`src/rtl/uart_boot_loader.sv`:
```
// uart_boot_loader: receives a program image over UART (8N1) and writes it
// word-by-word into the instruction RAM. The CPU is held in reset until the
// image has been loaded.
// Frame: 0xA5, LEN (words, 0 = 2^ADDR_W), LEN*DATA_W/8 little-endian data
// bytes, then an optional checksum byte.
// Optional feature: define BOOT_CHECKSUM_EN to require and verify the
// trailing 8-bit checksum byte. When it is undefined, the loader goes to DONE
// right after the final word write.
module uart_boot_loader #(
    parameter int unsigned CLK_HZ = 25_000_000,
    parameter int unsigned BAUD   = 115_200,
    parameter int unsigned ADDR_W = 8,
    parameter int unsigned DATA_W = 32
) (
    input  logic              clk_25mhz,
    input  logic              rst_n,
    input  logic              uart_rx,
    output logic              ram_we,
    output logic [ADDR_W-1:0] ram_addr,
    output logic [DATA_W-1:0] ram_wdata,
    output logic              cpu_rst_n,
    output logic              boot_done,
    output logic              boot_error
);

    localparam int unsigned BIT_DIV   = (CLK_HZ + BAUD / 2) / BAUD;
    localparam int unsigned HALF_DIV  = BIT_DIV / 2;
    localparam int unsigned CNT_W     = $clog2(BIT_DIV + 1);
    localparam int unsigned BYTES     = DATA_W / 8;
    localparam int unsigned BIDX_W    = (BYTES > 1) ? $clog2(BYTES) : 1;
    localparam logic [7:0]  SYNC_BYTE = 8'hA5;

    // ------------------------------------------------------------------
    // UART receiver
    // ------------------------------------------------------------------
    typedef enum logic [1:0] {
        RX_IDLE,
        RX_START,
        RX_DATA,
        RX_STOP
    } rx_state_t;

    rx_state_t        rx_state_q, rx_state_d;
    logic             rx_meta, rx_sync, rx_prev;
    logic [CNT_W-1:0] rx_cnt;
    logic [2:0]       rx_bit;
    logic [7:0]       rx_shift;
    logic             rx_valid, rx_ferr;
    logic             cnt_clr, bit_take, emit_byte, emit_ferr;
    logic [7:0]       rx_byte;

    assign rx_byte = rx_shift;

    // Two-flop synchroniser plus previous-sample register for edge detection
    always_ff @(posedge clk_25mhz) begin
        if (!rst_n) begin
            rx_meta <= 1'b1;
            rx_sync <= 1'b1;
            rx_prev <= 1'b1;
        end else begin
            rx_meta <= uart_rx;
            rx_sync <= rx_meta;
            rx_prev <= rx_sync;
        end
    end

    // Receiver state register
    always_ff @(posedge clk_25mhz) begin
        if (!rst_n) rx_state_q <= RX_IDLE;
        else        rx_state_q <= rx_state_d;
    end

    // Receiver next-state and sampling strobes
    always_comb begin
        rx_state_d = rx_state_q;
        cnt_clr    = 1'b0;
        bit_take   = 1'b0;
        emit_byte  = 1'b0;
        emit_ferr  = 1'b0;
        case (rx_state_q)
            RX_IDLE: begin
                cnt_clr = 1'b1;
                if (rx_prev && !rx_sync) rx_state_d = RX_START;
            end
            RX_START: begin
                if (rx_cnt == CNT_W'(HALF_DIV - 1)) begin
                    cnt_clr    = 1'b1;
                    // line back high at mid-start: treat as a glitch
                    rx_state_d = rx_sync ? RX_IDLE : RX_DATA;
                end
            end
            RX_DATA: begin
                if (rx_cnt == CNT_W'(BIT_DIV - 1)) begin
                    cnt_clr  = 1'b1;
                    bit_take = 1'b1;
                    if (rx_bit == 3'd7) rx_state_d = RX_STOP;
                end
            end
            RX_STOP: begin
                if (rx_cnt == CNT_W'(BIT_DIV - 1)) begin
                    cnt_clr    = 1'b1;
                    emit_byte  = rx_sync;
                    emit_ferr  = !rx_sync;
                    rx_state_d = RX_IDLE;
                end
            end
            default: rx_state_d = RX_IDLE;
        endcase
    end

    // Receiver datapath: bit timer, bit index, shift register, byte strobes
    always_ff @(posedge clk_25mhz) begin
        if (!rst_n) begin
            rx_cnt   <= '0;
            rx_bit   <= '0;
            rx_shift <= '0;
            rx_valid <= 1'b0;
            rx_ferr  <= 1'b0;
        end else begin
            rx_valid <= emit_byte;
            rx_ferr  <= emit_ferr;
            if (cnt_clr) rx_cnt <= '0;
            else         rx_cnt <= rx_cnt + CNT_W'(1);
            if (rx_state_q == RX_IDLE) begin
                rx_bit <= '0;
            end else if (bit_take) begin
                rx_bit   <= rx_bit + 3'd1;
                rx_shift <= {rx_sync, rx_shift[7:1]};
            end
        end
    end

    // ------------------------------------------------------------------
    // Boot loader
    // ------------------------------------------------------------------
    typedef enum logic [2:0] {
        S_IDLE,
        S_LEN,
        S_DATA,
`ifdef BOOT_CHECKSUM_EN
        S_CSUM,
`endif
        S_DONE,
        S_ERR
    } boot_state_t;

    boot_state_t       state_q, state_d;
    logic [ADDR_W:0]   words_left;
    logic [ADDR_W:0]   len_words;
    logic [BIDX_W-1:0] byte_idx;
    logic              last_word;
    logic              take_len, take_data, sync_seen;
`ifdef BOOT_CHECKSUM_EN
    logic [7:0]        csum;
`endif

    // LEN byte to word count; zero means a full 2^ADDR_W words
    always_comb begin
        len_words = '0;
        if (rx_byte == 8'h00) len_words[ADDR_W] = 1'b1;
        else                  len_words = (ADDR_W + 1)'(rx_byte);
    end

    // Loader state register
    always_ff @(posedge clk_25mhz) begin
        if (!rst_n) state_q <= S_IDLE;
        else        state_q <= state_d;
    end

    // Loader next-state and byte-consumption strobes
    always_comb begin
        state_d   = state_q;
        take_len  = 1'b0;
        take_data = 1'b0;
        sync_seen = 1'b0;
        case (state_q)
            S_IDLE: begin
                if (rx_valid && rx_byte == SYNC_BYTE) begin
                    sync_seen = 1'b1;
                    state_d   = S_LEN;
                end
            end
            S_LEN: begin
                if (rx_ferr) begin
                    state_d = S_ERR;
                end else if (rx_valid) begin
                    take_len = 1'b1;
                    state_d  = S_DATA;
                end
            end
            S_DATA: begin
                if (rx_ferr) begin
                    state_d = S_ERR;
                end else if (ram_we && last_word) begin
                    // leave only once the final write pulse has been issued
`ifdef BOOT_CHECKSUM_EN
                    state_d = S_CSUM;
`else
                    state_d = S_DONE;
`endif
                end else if (rx_valid) begin
                    take_data = 1'b1;
                end
            end
`ifdef BOOT_CHECKSUM_EN
            S_CSUM: begin
                if (rx_ferr) begin
                    state_d = S_ERR;
                end else if (rx_valid) begin
                    state_d = (rx_byte == csum) ? S_DONE : S_ERR;
                end
            end
`endif
            S_DONE:  state_d = S_DONE;
            S_ERR:   state_d = S_IDLE;
            default: state_d = S_IDLE;
        endcase
    end

    // Loader datapath: word assembly, write pulse, address, status outputs
    always_ff @(posedge clk_25mhz) begin
        if (!rst_n) begin
            ram_we     <= 1'b0;
            ram_addr   <= '0;
            ram_wdata  <= '0;
            cpu_rst_n  <= 1'b0;
            boot_done  <= 1'b0;
            boot_error <= 1'b0;
            words_left <= '0;
            byte_idx   <= '0;
            last_word  <= 1'b0;
`ifdef BOOT_CHECKSUM_EN
            csum       <= '0;
`endif
        end else begin
            ram_we <= 1'b0;
            if (ram_we) ram_addr <= ram_addr + ADDR_W'(1);

            if (take_len) begin
                ram_addr   <= '0;
                byte_idx   <= '0;
                words_left <= len_words;
                last_word  <= 1'b0;
`ifdef BOOT_CHECKSUM_EN
                csum       <= '0;
`endif
            end

            if (take_data) begin
                for (int unsigned k = 0; k < BYTES; k++) begin
                    if (byte_idx == BIDX_W'(k)) ram_wdata[8*k +: 8] <= rx_byte;
                end
`ifdef BOOT_CHECKSUM_EN
                csum <= csum + rx_byte;
`endif
                if (byte_idx == BIDX_W'(BYTES - 1)) begin
                    byte_idx   <= '0;
                    ram_we     <= 1'b1;
                    words_left <= words_left - (ADDR_W + 1)'(1);
                    if (words_left == (ADDR_W + 1)'(1)) last_word <= 1'b1;
                end else begin
                    byte_idx <= byte_idx + BIDX_W'(1);
                end
            end

            if (sync_seen) boot_error <= 1'b0;

            if (state_q == S_DONE) begin
                cpu_rst_n <= 1'b1;
                boot_done <= 1'b1;
            end

            if (state_q == S_ERR) begin
                boot_error <= 1'b1;
                cpu_rst_n  <= 1'b0;
            end
        end
    end

endmodule

```
`config.mk`:
```
export PLATFORM = sky130hd
export DESIGN_NAME = uart_boot_loader
export DESIGN_NICKNAME = d
export VERILOG_FILES = /design/src/rtl/uart_boot_loader.sv
export SDC_FILE = /design/constraint.sdc
export NUM_CORES = 1
export LEC_CHECK = 0
export ABC_AREA = 1
export ABC_CLOCK_PERIOD_IN_PS = 2500
export BUFFER_PORTS_ARGS = -buffer_cell sky130_fd_sc_hd__buf_2
export CAP_MARGIN = 40
export CORE_UTILIZATION = 40
export DETAILED_ROUTE_END_ITERATION = 6
export MAX_ROUTING_LAYER = met4
export PLACE_DENSITY = 0.67
export SYNTH_ARGS = -nofsm -noshare
export SYNTH_HDL_FRONTEND = slang
export SYNTH_SLANG_ARGS = --single-unit
```
`constraint.sdc`:
```
create_clock -name clk_25mhz -period 2.5 [get_ports clk_25mhz]
set_clock_uncertainty 0.15 [all_clocks]
set_input_delay 0.5 -clock clk_25mhz [delete_from_list [all_inputs] [get_ports clk_25mhz]]
set_output_delay 0.5 -clock clk_25mhz [all_outputs]
set_load 0.005 [all_outputs]
```
Word level (Yosys, flattened, before mapping)
Cells that the tools add are included.
Widths: inputs -> output; s select.

operators by class
  $add $sub $neg = 5
  equality and inequality tests = 23
  mux-type cells = 40
  bitwise gates (word level) = 2
  reduce and logical (&&, ||, !) cells = 24

operator list
  kind                 count
  $mux 9               3
  $mux 1               19
  $mux 2               9
  $add 8x1->8 const B  2
  $eq 8x8->1 const B   2
  $mux 3               5
  $ne 2x2->1 const B   6
  $pmux 3 s4           1
  $reduce_and 2->1     6
  $reduce_or 2->1      5
  $eq 9x1->1 const B   1
  $sub 9x1->9 const B  1
  $eq 2x2->1 const B   4
  $eq 8x7->1 const B   1
  $logic_not 8->1      1
  $mux 8               1
  $pmux 2 s4           1
  $eq 3x2->1 const B   2
  $eq 3x3->1 const B   2
  $ne 3x3->1 const B   2
  $reduce_and 3->1     2
  $reduce_and 5->1     1
  $eq 2x1->1 const B   2
  $logic_not 2->1      2
  9 further kinds      13

storage, ports and cells
  bits in registers = 85
  input bits = 3
  output and inout port bits = 44
  logic and storage cells = 116

Logic depth before layout (Yosys ltp)
Gate-level depths: netlist of the first run.

  depth in word-level cells = 7
  mapped depth = 10
  depth with buffers taken out = 10

Least setup slack after synthesis of the first run
Ideal clock, no wire load.

  path type = input to register
  start = input rst_n
  end = register rx_cnt[4]
  setup time = 0.078 ns
  data arrival time = 1.249 ns
  data required time = 2.272 ns
  path slack = 1.023 ns
  stages on the path = 4
  path buffers = 2
  path through = clkbuf_1 -> clkbuf_1 -> nand2_1 -> nor3_1

on the way
  longest elaborated chain between the ends = 2

ends and longest elaborated chain
  item                              RTL line  source
  start, declared                   16        input logic rst_n,
  $not 1->1 (no source line)        -
  $reduce_or 2->1 (no source line)  -
  end signal, assigned              123       else rx_cnt <= rx_cnt + CNT_W'(1);
  end, declared                     45        logic [CNT_W-1:0] rx_cnt;

No other way between the ends.
A chain may end at the register's enable or synchronous reset.

Worst setup path in the final report of the first run
  start = register state_q[0]
  end = register ram_addr[5]

on the way
  longest elaborated chain between the ends = 3

ends and longest elaborated chain
  item                              RTL line  source
  start, declared                   147       boot_state_t state_q, state_d;
  start signal, assigned            167       else state_q <= state_d;
  $eq 3x1->1                        176       case (state_q)
  $mux 1                            176
  $reduce_or 2->1 (no source line)  -
  end signal, assigned              237       if (ram_we) ram_addr <= ram_addr + ADDR_W'(1);
  end, declared                     19        output logic [ADDR_W-1:0] ram_addr,

No other way between the ends.

==> results.md, run 1 <==
* Outcome: complete, but fails checks
* Max FO, Critical Path at 17
* Routed vias/inst at between 4 and 5
* Critical Path RT at approximately 2600 ps
* First-iteration detailed-routing DRC count at approximately 160
* EDFF count, synth at 0
* Cell Area, Synth at roughly 3700 um^2
* Row count at 34
* Count leader, synth: nor2_1
* FF+latch count, synth at 85
* Largest net degree at the start of global routing at 29
* Drc violations at 8
* Pwr dens at 602 nW/um^2
* Vias in the first global route at about 2800
* Die area at 9600 um^2
* Final setup fails at 0
* Post-cts gate resize count at 0
* Post-synth cell types at 34
* Die Height at roughly 98 um
* Synthesized area per cell at ~7.3 um^2
* Initial antenna violation count at 0
* RSZ-0062 raised after global routing: false
* CTS tree: yes
* Crit. End Element: register
* Clock Tree Root: clkbuf_8
* Worst-Margin Slew at approximately 430 ps
* Met1 usage at 0.213
* Maximum root-to-sink buffer count at 2
* Setup Slack @ Placement at ~730 ps
* Layout Cells excl Fill at roughly 660
* Commonest cells post-synth: nor2_1, dfxtp_1, nand2_1, o21ai_0, inv_1
* Top cells by area, synth: dfxtp_1, nor2_1, nand2_1
* Initial DRT Pass Iterations at 6
* Initial Utilization at 0.419
* Total power at 2.52 mW
* Worst path cell trace: clkinv_1 > nor2_1 > nand3_2 > nand2_1 > inv_1 > o21ai_0 > a21oi_1
* Fmax at between 0.5 and 0.6 GHz
* CP Launch Type: register
* Post-layout min period at approximately 1800 ps
* Relative slew slack at 0.712
* Max incr delay on CP at between 300 and 400 ps
* Total CTS buffers at 9
* GRT Util Overall at 0.168
* Io pins at 47
* Final worst path period share at 0.715
* Layout cells sized above 1 at 0.152
* Slew Limit Fails at 0
* Syn Inst Count at about 500
* Placed insts at about 650
* Area leader, netlist: dfxtp_1
* Sequential share of the synthesized area at 0.462
* First-pass GRT wire length at between 10000 and 15000 um
* Skew-Pair Late Insertion Delay at ~340 ps
* Mapped Nets at about 520
* Peak VDD IR at 0.000315 V
* Drt total wl at between 7000 and 8000 um
* Fin util at 0.476
* Met2 Track Usage GR at 0.271
* Port-buffer cells at 46
* Synth top area share at 0.462
* Maxcap violations at 0
* H-tree levels at 3
* Vias at between 3000 and 4000
* Clock Pin Slew Worst Setup and Hold Paths at approximately 90 ps
* Arrival time worst endpoint at 1870 ps
* Crit-path slowest cell: dfxtp_1
* Global route overflow at 0
* Hold Buf Count CTS at 0
* Final nets at approximately 560
* ANT cells at 0
* Die X at 98.0 um
* Routed WL per cell at around 11 um
* Post-CTS Setup Repair Bufs at 0
* TritonCTS Sinks at 85
* Failing checks: DRC
* Synth Flop Type: dfxtp_1
* Post-synthesis async set-or-reset flop share at 0
* # fillers at 901
* Core area at between 8000 and 9000 um^2
* YS warnings at 0
* GR Layer Usage met3 at 0.0243
* Hpwl dp at 5300 um
* CP Class: reg2reg
* Worst Setup Slack, final at slightly above 700 ps
* Top Usage Layer GRT: met2
* Area Growth Syn to Fin at 13.7%
* Hold Crit Class: in2reg
* Hold Fails Final Rpt at 0
* GP Congestion at between 0.8 and 0.9
* Leakage at between 1.5 and 2 nW
* Setup TNS at 0 ps
* Post-DRT Antenna Nets at 0
## per-layer routing
metal	wire length [um]	share of wire
met1	3820	0.51
met2	3240	0.43
met3	337	0.045
met4	104	0.014
met5	0	0
## sequential cells by signal, summed over array words and instances, names as in the netlist, 2 cells and up, named ones only
signal	count
rx_bit	3
rx_byte	8
byte_idx	2
state_q	3
words_left	9
ram_addr	8
ram_wdata	32
rx_cnt	8
## power by group
part | switching [mW] | leakage (nW) | internal [mW] | total [mW]
sequential | 0.0173 | 0.686 | 1.37 | 1.39
clock | 0.499 | 0.100 | 0.467 | 0.966
combinational | 0.112 | 1.07 | 0.0591 | 0.171
total | 0.628 | 1.85 | 1.90 | 2.52
## area by class of cell
class / instances / area [um^2] / share of cell area
Clock inverter: 7 / 73.8 / 0.0176
Timing Repair Buffer: 48 / 245 / 0.0585
Tap cell: 108 / 135 / 0.0322
Multi-Input combinational cell: 361 / 1750 / 0.418
Sequential cell: 85 / 1700 / 0.406
Clock buffer: 9 / 124 / 0.0295
Inverter: 43 / 161 / 0.0385
## critical path: cells and delay by family, from the launching register on
family | cells | cell delay [ps]
and+or+nand+nor | 3 | 790
buffers and inverters | 2 | 250
AOI/OAI and AO/OA | 2 | 130
DFF | 1 | 360
## per-stage QoR
| stage | hold slack (ps) | cell area, um^2 |
|---|---|---|
| floorplan | 243 | 3690 |
| global placement | 247 | 4000 |
| detailed placement | 252 | 4000 |
| CTS | 186 | 4190 |
| global route | 189 | 4190 |
| finish | 195 | 4190 |
## cells by family after synthesis
kind of cell,after synthesis,share of synthesized area
AO/OA/AOI/OAI,73,0.105
XOR/XNOR,11,0.0261
adder cells (fa/ha/maj),11,0.0373
buffers and inverters,57,0.0631
flip-flops,85,0.462
multiplexers,1,0.00272
AND/OR/NAND/NOR,265,0.304
## placed cells by master (no fill, tap or decap), types with 6 or more instances in the layout
cell	instances
o21ai_0	38
clkbuf_8	9
a21oi_1	21
xnor2_1	6
inv_1	36
o21ai_1	9
inv_2	6
buf_2	46
dfxtp_1	85
nor2_1	135
nand3_1	26
nand2_1	80
ha_1	11
## final timing paths
check	slack [ps]	startpoint	endpoint	cells past startpoint
setup / recovery	710	state_q[0]$_SDFFE_PN0P_	ram_addr[5]$_SDFFE_PP0P_	7
hold / removal	200	uart_rx	rx_meta$_SDFF_PN1_	2
setup reg to reg	710	state_q[0]$_SDFFE_PN0P_	ram_addr[5]$_SDFFE_PP0P_	7
hold reg to reg	270	rx_meta$_SDFF_PN1_	rx_sync$_SDFF_PN1_	1
Note: power is estimated with default switching activity, not from simulation.
==> inputs of run 2 (changes only) <==
--- a/config.mk
+++ b/config.mk
@@ -6,13 +6,13 @@
 export NUM_CORES = 1
 export LEC_CHECK = 0
 export ABC_AREA = 1
-export ABC_CLOCK_PERIOD_IN_PS = 2500
+export ABC_CLOCK_PERIOD_IN_PS = 1600
 export BUFFER_PORTS_ARGS = -buffer_cell sky130_fd_sc_hd__buf_2
 export CAP_MARGIN = 40
 export CORE_UTILIZATION = 40
 export DETAILED_ROUTE_END_ITERATION = 6
 export MAX_ROUTING_LAYER = met4
-export PLACE_DENSITY = 0.67
+export PLACE_DENSITY = 0.69
 export SYNTH_ARGS = -nofsm -noshare
 export SYNTH_HDL_FRONTEND = slang
 export SYNTH_SLANG_ARGS = --single-unit
==> constraint.sdc (replaced) <==
create_clock -name clk_25mhz -period 1.6 [get_ports clk_25mhz]
set_clock_uncertainty 0.15 [all_clocks]
set_input_delay 0.32 -clock clk_25mhz [delete_from_list [all_inputs] [get_ports clk_25mhz]]
set_output_delay 0.32 -clock clk_25mhz [all_outputs]
set_load 0.005 [all_outputs]
==> run 2 against run 1 <==
  * Fmax rose by 19%
  * Non-clock buffer count rose by 23
  * Register-to-register slack got worse by 620 ps
  * Die area did not move
  * Sequential power rose by 56%
  * Via count rose by 4.7%
  * Critical endpoint is now ram_wdata[3]$_SDFFE_PN0P_
  * Cell area rose by 5.9%
  * Worst setup slack got worse by 620 ps
  * Clock power rose by 61%
  * Global-route usage rose by 1.2 points
  * Flip-flop and latch count did not move
  * Sequential share of layout area fell by 2.2 points
  * The flow still finishes with violations (DRC)
==> results.md, run 2 (synthesis gave the netlist of run 1 again) <==
* TritonCTS Sinks at 85
* Sw Pwr at roughly 1 mW
* Initial DRT Pass Iterations at 7
* Vias at roughly 3300
* Largest registers: ram_wdata (32), words_left (9)
* Outcome: complete, but fails checks
* Maxcap violations at 0
* Final nets at 585
* Die X at 98.0 um
* Post-route cell area at approximately 4400 um^2
* Slew Limit Fails at 0
* Failing checks: DRC
* # fillers at between 800 and 900
* Fmax at about 0.66 GHz
* Logic pwr share at 0.073
* Max FO, Critical Path at 9
* Crit. End Element: register
* GRT Util Overall at 0.180
* Maximum root-to-sink buffer count at 2
* Max incr delay on CP at around 440 ps
* Row count at 34
* Most frequent cells in the layout: nor2_1, dfxtp_1, nand2_1
* Crit-path slowest cell: dfxtp_1
* Drt total wl at 7870 um
* Worst R2R Setup Slack at 100 ps
* Post-layout min period at approximately 1500 ps
* Io pins at between 40 and 50
* Setup Slack @ Placement at -58.7 ps
* H-tree levels at 3
* Vias in the first global route at 3080
* Reg power frac at 0.539
* Fin util at 0.504
* Critical Path RT at between 1500 and 2000 ps
* Die area at roughly 9600 um^2
* Final setup fails at 0
* Register Area at around 1700 um^2
* Pwr dens at about 910 nW/um^2
* Hold Fails Final Rpt at 0
* Largest register FFs at 32
* Hold path endpoint: rx_prev$_SDFF_PN1_
* Worst path cell trace: nand3_4 > nor2_8 > buf_4 > nand2_2 > o21ai_0 > nor2_1
* CP startpoint: state_q[1]$_SDFFE_PN0P_
* Worst R2R End: ram_wdata[3]$_SDFFE_PN0P_
* Most common cell after layout, fill and taps aside: nor2_1
* GP Congestion at between 0.8 and 0.9
* RSZ-0062 raised after global routing: true
* Initial antenna violation count at 0
* Layout cells sized above 1 at 0.212
* Post-DRT Antenna Nets at 0
* First-pass GRT wire length at between 10000 and 15000 um
* Largest net degree at the start of global routing at 25
* Total power at between 4 and 5 mW
* Worst r2r path cells at 6
* Dpl cell area at 4150 um^2
* Multi-input logic area at about 1800 um^2
* Drc violations at 7
* Routed WL per cell at approximately 12 um
* Relative slew slack at 0.708
* Final worst path period share at 0.940
* Layout Cells excl Fill at approximately 700
* Core area at just under 9000 um^2
* Peak VDD IR at 0.000433 V
* Initial Utilization at 0.419
* Hold depth at 2
* Clock Tree Root: clkbuf_8
* Die Height at 98.0 um
* CP Launch Type: register
* Clock power share at 0.388
* CTS tree: yes
* ANT cells at 0
* Leakage at roughly 2.0 nW
* Setup TNS at 0 ps
* Reg2reg start: state_q[1]$_SDFFE_PN0P_
* Skew-Pair Late Insertion Delay at about 350 ps
* Critical hold path startpoint: rst_n
* Worst Setup Slack, final at 95.7 ps
* Port-buffer cells at 46
* Worst-Margin Slew at ~440 ps
* Cell-internal power at just over 3 mW
* First-iteration detailed-routing DRC count at 141
* Worst hold slack at 133 ps
* Routed vias/inst at 4.88
* Largest reg by FF count: ram_wdata
* Clock Pin Slew Worst Setup and Hold Paths at ~90 ps
* Placed insts at between 600 and 700
* Hpwl dp at 5660 um
* Switching Share at 0.249
* Total CTS buffers at 9
* Hold Crit Class: in2reg
* Arrival time worst endpoint at 1610 ps
* Global route overflow at 0
* Area Growth Syn to Fin at 20.5%
* CP Class: reg2reg
-- run 2: timing repair --
item	CTS	global route
endpoints found under the hold margin	1	0
hold buffers	1	0
pin swaps	0	1
buffers inserted	0	2
gates resized for setup	1	28
setup endpoints to repair	11	61
-- run 2: power by group through the flow --
| stage | Combinational (mW) | Sequential [mW] | Clock (mW) |
|---|---|---|---|
| 6_report | 0.296 | 2.17 | 1.56 |
| 3_3_place_gp | 0.274 | 2.22 | 0 |
| 5_1_grt | 0.341 | 2.18 | 1.71 |
| 2_1_floorplan | 0.218 | 2.21 | 0 |
| 4_1_cts | 0.288 | 2.17 | 1.62 |
| 3_5_place_dp | 0.285 | 2.22 | 0 |
-- run 2: cell type report --
class / count / area share
tap: 108 / 0.0304
clock buffer: 10 / 0.0310
timing repair buffer: 71 / 0.0946
multi-input combinational: 361 / 0.405
clock inverter: 6 / 0.0161
inverter: 43 / 0.0386
sequential: 85 / 0.384
-- run 2: worst max-delay path by stage --
stage | endpoint | slack, ps | depth (start not counted)
3_5_place_dp | rx_byte[1]$_SDFFE_PN0P_ | -60 | 9
6_report | ram_wdata[3]$_SDFFE_PN0P_ | 100 | 6
3_3_place_gp | rx_byte[0]$_SDFFE_PN0P_ | 20 | 9
2_1_floorplan | rx_byte[2]$_SDFFE_PN0P_ | 130 | 10
5_1_grt | ram_wdata[3]$_SDFFE_PN0P_ | -1 | 6
4_1_cts | words_left[5]$_SDFF_PN0_ | 10 | 7
-- run 2: critical path, delay by kind of cell (launching register included) --
family	cells	cell delay, ps
flip-flops	1	440
AO/OA/AOI/OAI	1	200
buffers and inverters	1	160
AND/OR/NAND/NOR	4	480
-- run 2: metal layers --
metal  track usage  part of all wire  vias up
met5             -                 0        -
met2         0.300              0.47       82
met3        0.0372             0.053        6
met4        0.0793             0.012        0
met1         0.209              0.47     1510
li1              -                 -     1742
==> inputs of run 3 (changes only) <==
--- a/config.mk
+++ b/config.mk
@@ -6,13 +6,13 @@
 export NUM_CORES = 1
 export LEC_CHECK = 0
 export ABC_AREA = 1
-export ABC_CLOCK_PERIOD_IN_PS = 1600
+export ABC_CLOCK_PERIOD_IN_PS = 1500
 export BUFFER_PORTS_ARGS = -buffer_cell sky130_fd_sc_hd__buf_2
 export CAP_MARGIN = 40
 export CORE_UTILIZATION = 40
 export DETAILED_ROUTE_END_ITERATION = 6
 export MAX_ROUTING_LAYER = met4
-export PLACE_DENSITY = 0.69
+export PLACE_DENSITY = 0.67
 export SYNTH_ARGS = -nofsm -noshare
 export SYNTH_HDL_FRONTEND = slang
 export SYNTH_SLANG_ARGS = --single-unit
==> constraint.sdc (replaced) <==
create_clock -name clk_25mhz -period 1.5 [get_ports clk_25mhz]
set_clock_uncertainty 0.15 [all_clocks]
set_input_delay 0.3 -clock clk_25mhz [delete_from_list [all_inputs] [get_ports clk_25mhz]]
set_output_delay 0.3 -clock clk_25mhz [all_outputs]
set_load 0.005 [all_outputs]
==> run 3 against run 2 <==
  * The flow finishes with violations (DRC, setup timing)
  * Final cell count up 3.5%
  * Critical path type unchanged
  * Non-clock buffer count up 24
  * Sequential share of layout area fell by 3.0 points
  * Critical path depth grew 4
  * Largest power group unchanged
  * Highest routed layer unchanged
  * Die area stayed put
==> results.md, run 3 (synthesis gave the netlist of run 1 again) <==
* Largest net degree at the start of global routing at 46
* Clock Pin Slew Worst Setup and Hold Paths at roughly 80 ps
* Area Growth Syn to Fin at 31.2%
* Critical hold path startpoint: rst_n
* Total power at 4.66 mW
* CP Class: reg2reg
* Die X at 98.0 um
* Leakage at about 2.2 nW
* Arrival time worst endpoint at 1610 ps
* Post-DRT Antenna Nets at 0
* Worst R2R End: rx_byte[6]$_SDFFE_PN0P_
* ANT cells at 0
* Final worst path period share at 1.00
* Reg2reg start: rx_cnt[1]$_SDFF_PP0_
* Failing checks: DRC, setup timing
* Crit-path slowest cell: dfxtp_2
* Fmax at between 0.6 and 0.7 GHz
* Core area at 8810 um^2
* Fin util at 0.549
* H-tree levels at 3
* Maximum root-to-sink buffer count at 2
* Placed insts at around 690
* Worst-Margin Slew at 513 ps
* Layout Cells excl Fill at just over 700
* Hpwl dp at 5870 um
* Global route overflow at 0
* Drc violations at 9
* Hold Fails Final Rpt at 0
* Pwr dens at a little under 1000 nW/um^2
* GRT Util Overall at 0.187
* Worst R2R Setup Slack at -1 ps
* Row count at 34
* Die area at about 9600 um^2
* Final setup fails at 1
* Outcome: complete, but fails checks
* Die Height at 98.0 um
* Max incr delay on CP at around 330 ps
* Io pins at between 40 and 50
* Drt total wl at roughly 8500 um
* Relative slew slack at 0.658
* Vias in the first global route at 3230
* First-iteration detailed-routing DRC count at around 150
* Total CTS buffers at 9
* Initial Utilization at 0.419
* Setup Slack @ Placement at -61.1 ps
* Port-buffer cells at between 40 and 50
* Hold Crit Class: in2reg
* Clock Tree Root: clkbuf_8
* Largest register FFs at 32
* Post-layout min period at 1500 ps
* CP Launch Type: register
* Peak VDD IR at roughly 0.00040 V
* First-pass GRT wire length at between 10000 and 15000 um
* Most frequent cells in the layout: nor2_1, dfxtp_1, nand2_1
* Most common cell after layout, fill and taps aside: nor2_1
* TritonCTS Sinks at 85
* Post-Route M1 WL at around 4000 um
* Worst r2r path cells at 10
* Routed length on met2 at just under 4000 um
* Max FO, Critical Path at 8
* Maxcap violations at 0
* Largest registers: ram_wdata (32), words_left (9)
* Vias at around 3400
* Routed WL per cell at about 12 um
* Met3 wire len at roughly 350 um
* Worst path cell trace: inv_2 > ha_4 > nand2_2 > nor2_1 > nand2_1 > inv_2 > nand2_4 > clkbuf_16 > o21ai_2 > a21oi_1
* Final nets at between 600 and 700
* Layout cells sized above 1 at 0.283
* Initial DRT Pass Iterations at 7
* Slew Limit Fails at 0
* Top sig layer: met4
* Worst Setup Slack, final at -1.15 ps
* CTS tree: yes
* Hold depth at 3
* Largest reg by FF count: ram_wdata
* Crit. End Element: register
* GP Congestion at between 0.8 and 0.9
* Routed vias/inst at between 4 and 5
* Cell mode on critical path: inv_2
* Skew-Pair Late Insertion Delay at approximately 370 ps
* Critical Path RT at roughly 1600 ps
* RSZ-0062 raised after global routing: true
* Initial antenna violation count at 0
* Hold path endpoint: state_q[1]$_SDFFE_PN0P_
[run 3: worst max-delay path by stage]
stage | from | depth (start not counted) | to
after CTS | rx_cnt[0]$_SDFF_PP0_ | 10 | rx_byte[5]$_SDFFE_PN0P_
after global routing | rx_cnt[1]$_SDFF_PP0_ | 10 | rx_byte[6]$_SDFFE_PN0P_
after detailed placement | rx_cnt[0]$_SDFF_PP0_ | 9 | rx_cnt[4]$_SDFF_PP0_
after global placement | rx_cnt[0]$_SDFF_PP0_ | 10 | rx_byte[6]$_SDFFE_PN0P_
final | rx_cnt[1]$_SDFF_PP0_ | 10 | rx_byte[6]$_SDFFE_PN0P_
after floorplan | rx_cnt[0]$_SDFF_PP0_ | 10 | rx_byte[2]$_SDFFE_PN0P_
[run 3: repair_timing]
| item | in CTS | in global routing |
|---|---|---|
| hold endpoints to repair | 1 | 0 |
| gates resized for setup | 6 | 71 |
| pin swaps | 0 | 11 |
| buffers inserted | 2 | 3 |
| hold buffers | 1 | 0 |
| cloned | 0 | 1 |
| setup endpoints to repair | 15 | 65 |
[run 3: power breakdown]
group	internal (mW)	leakage, nW	switching [mW]
clock	1.15	0.121	0.810
combinational	0.158	1.38	0.224
sequential	2.29	0.689	0.0287
total	3.60	2.19	1.06
[run 3: cell type report]
| class | instances | area, um^2 |
|---|---|---|
| multi-input cells | 361 | 1910 |
| fillers | 831 | 3970 |
| inverters | 43 | 171 |
| clock inverters | 4 | 95.1 |
| well taps | 108 | 135 |
| flip-flops and latches | 85 | 1710 |
| repair buffers | 95 | 662 |
| clock buffers | 12 | 145 |
[run 3: metal layers]
layer,GRT usage,vias to the layer above
li1,-,1782
met2,0.308,83
met3,0.0394,15
met5,-,-
met4,0.0921,0
met1,0.215,1566
[run 3: critical path, delay by kind of cell (launching register included)]
family                     cells  cell delay, ps
buffers and inverters          3             320
DFF                            1             330
and+or+nand+nor                4             290
adders and majority gates      1             130
AOI/OAI and AO/OA              2             180
[run 3: stage by stage]
| step | instance area (um^2) | TNS (ps) | hold slack (ps) |
|---|---|---|---|
| 2_1_floorplan | 3690 | 0 | 243 |
| 3_3_place_gp | 4320 | 0 | 247 |
| 3_5_place_dp | 4320 | -355 | 247 |
| 4_1_cts | 4610 | 0 | 72.1 |
| 5_1_grt | 4830 | -392 | 103 |
| 6_report | 4830 | -1.15 | 85.1 |
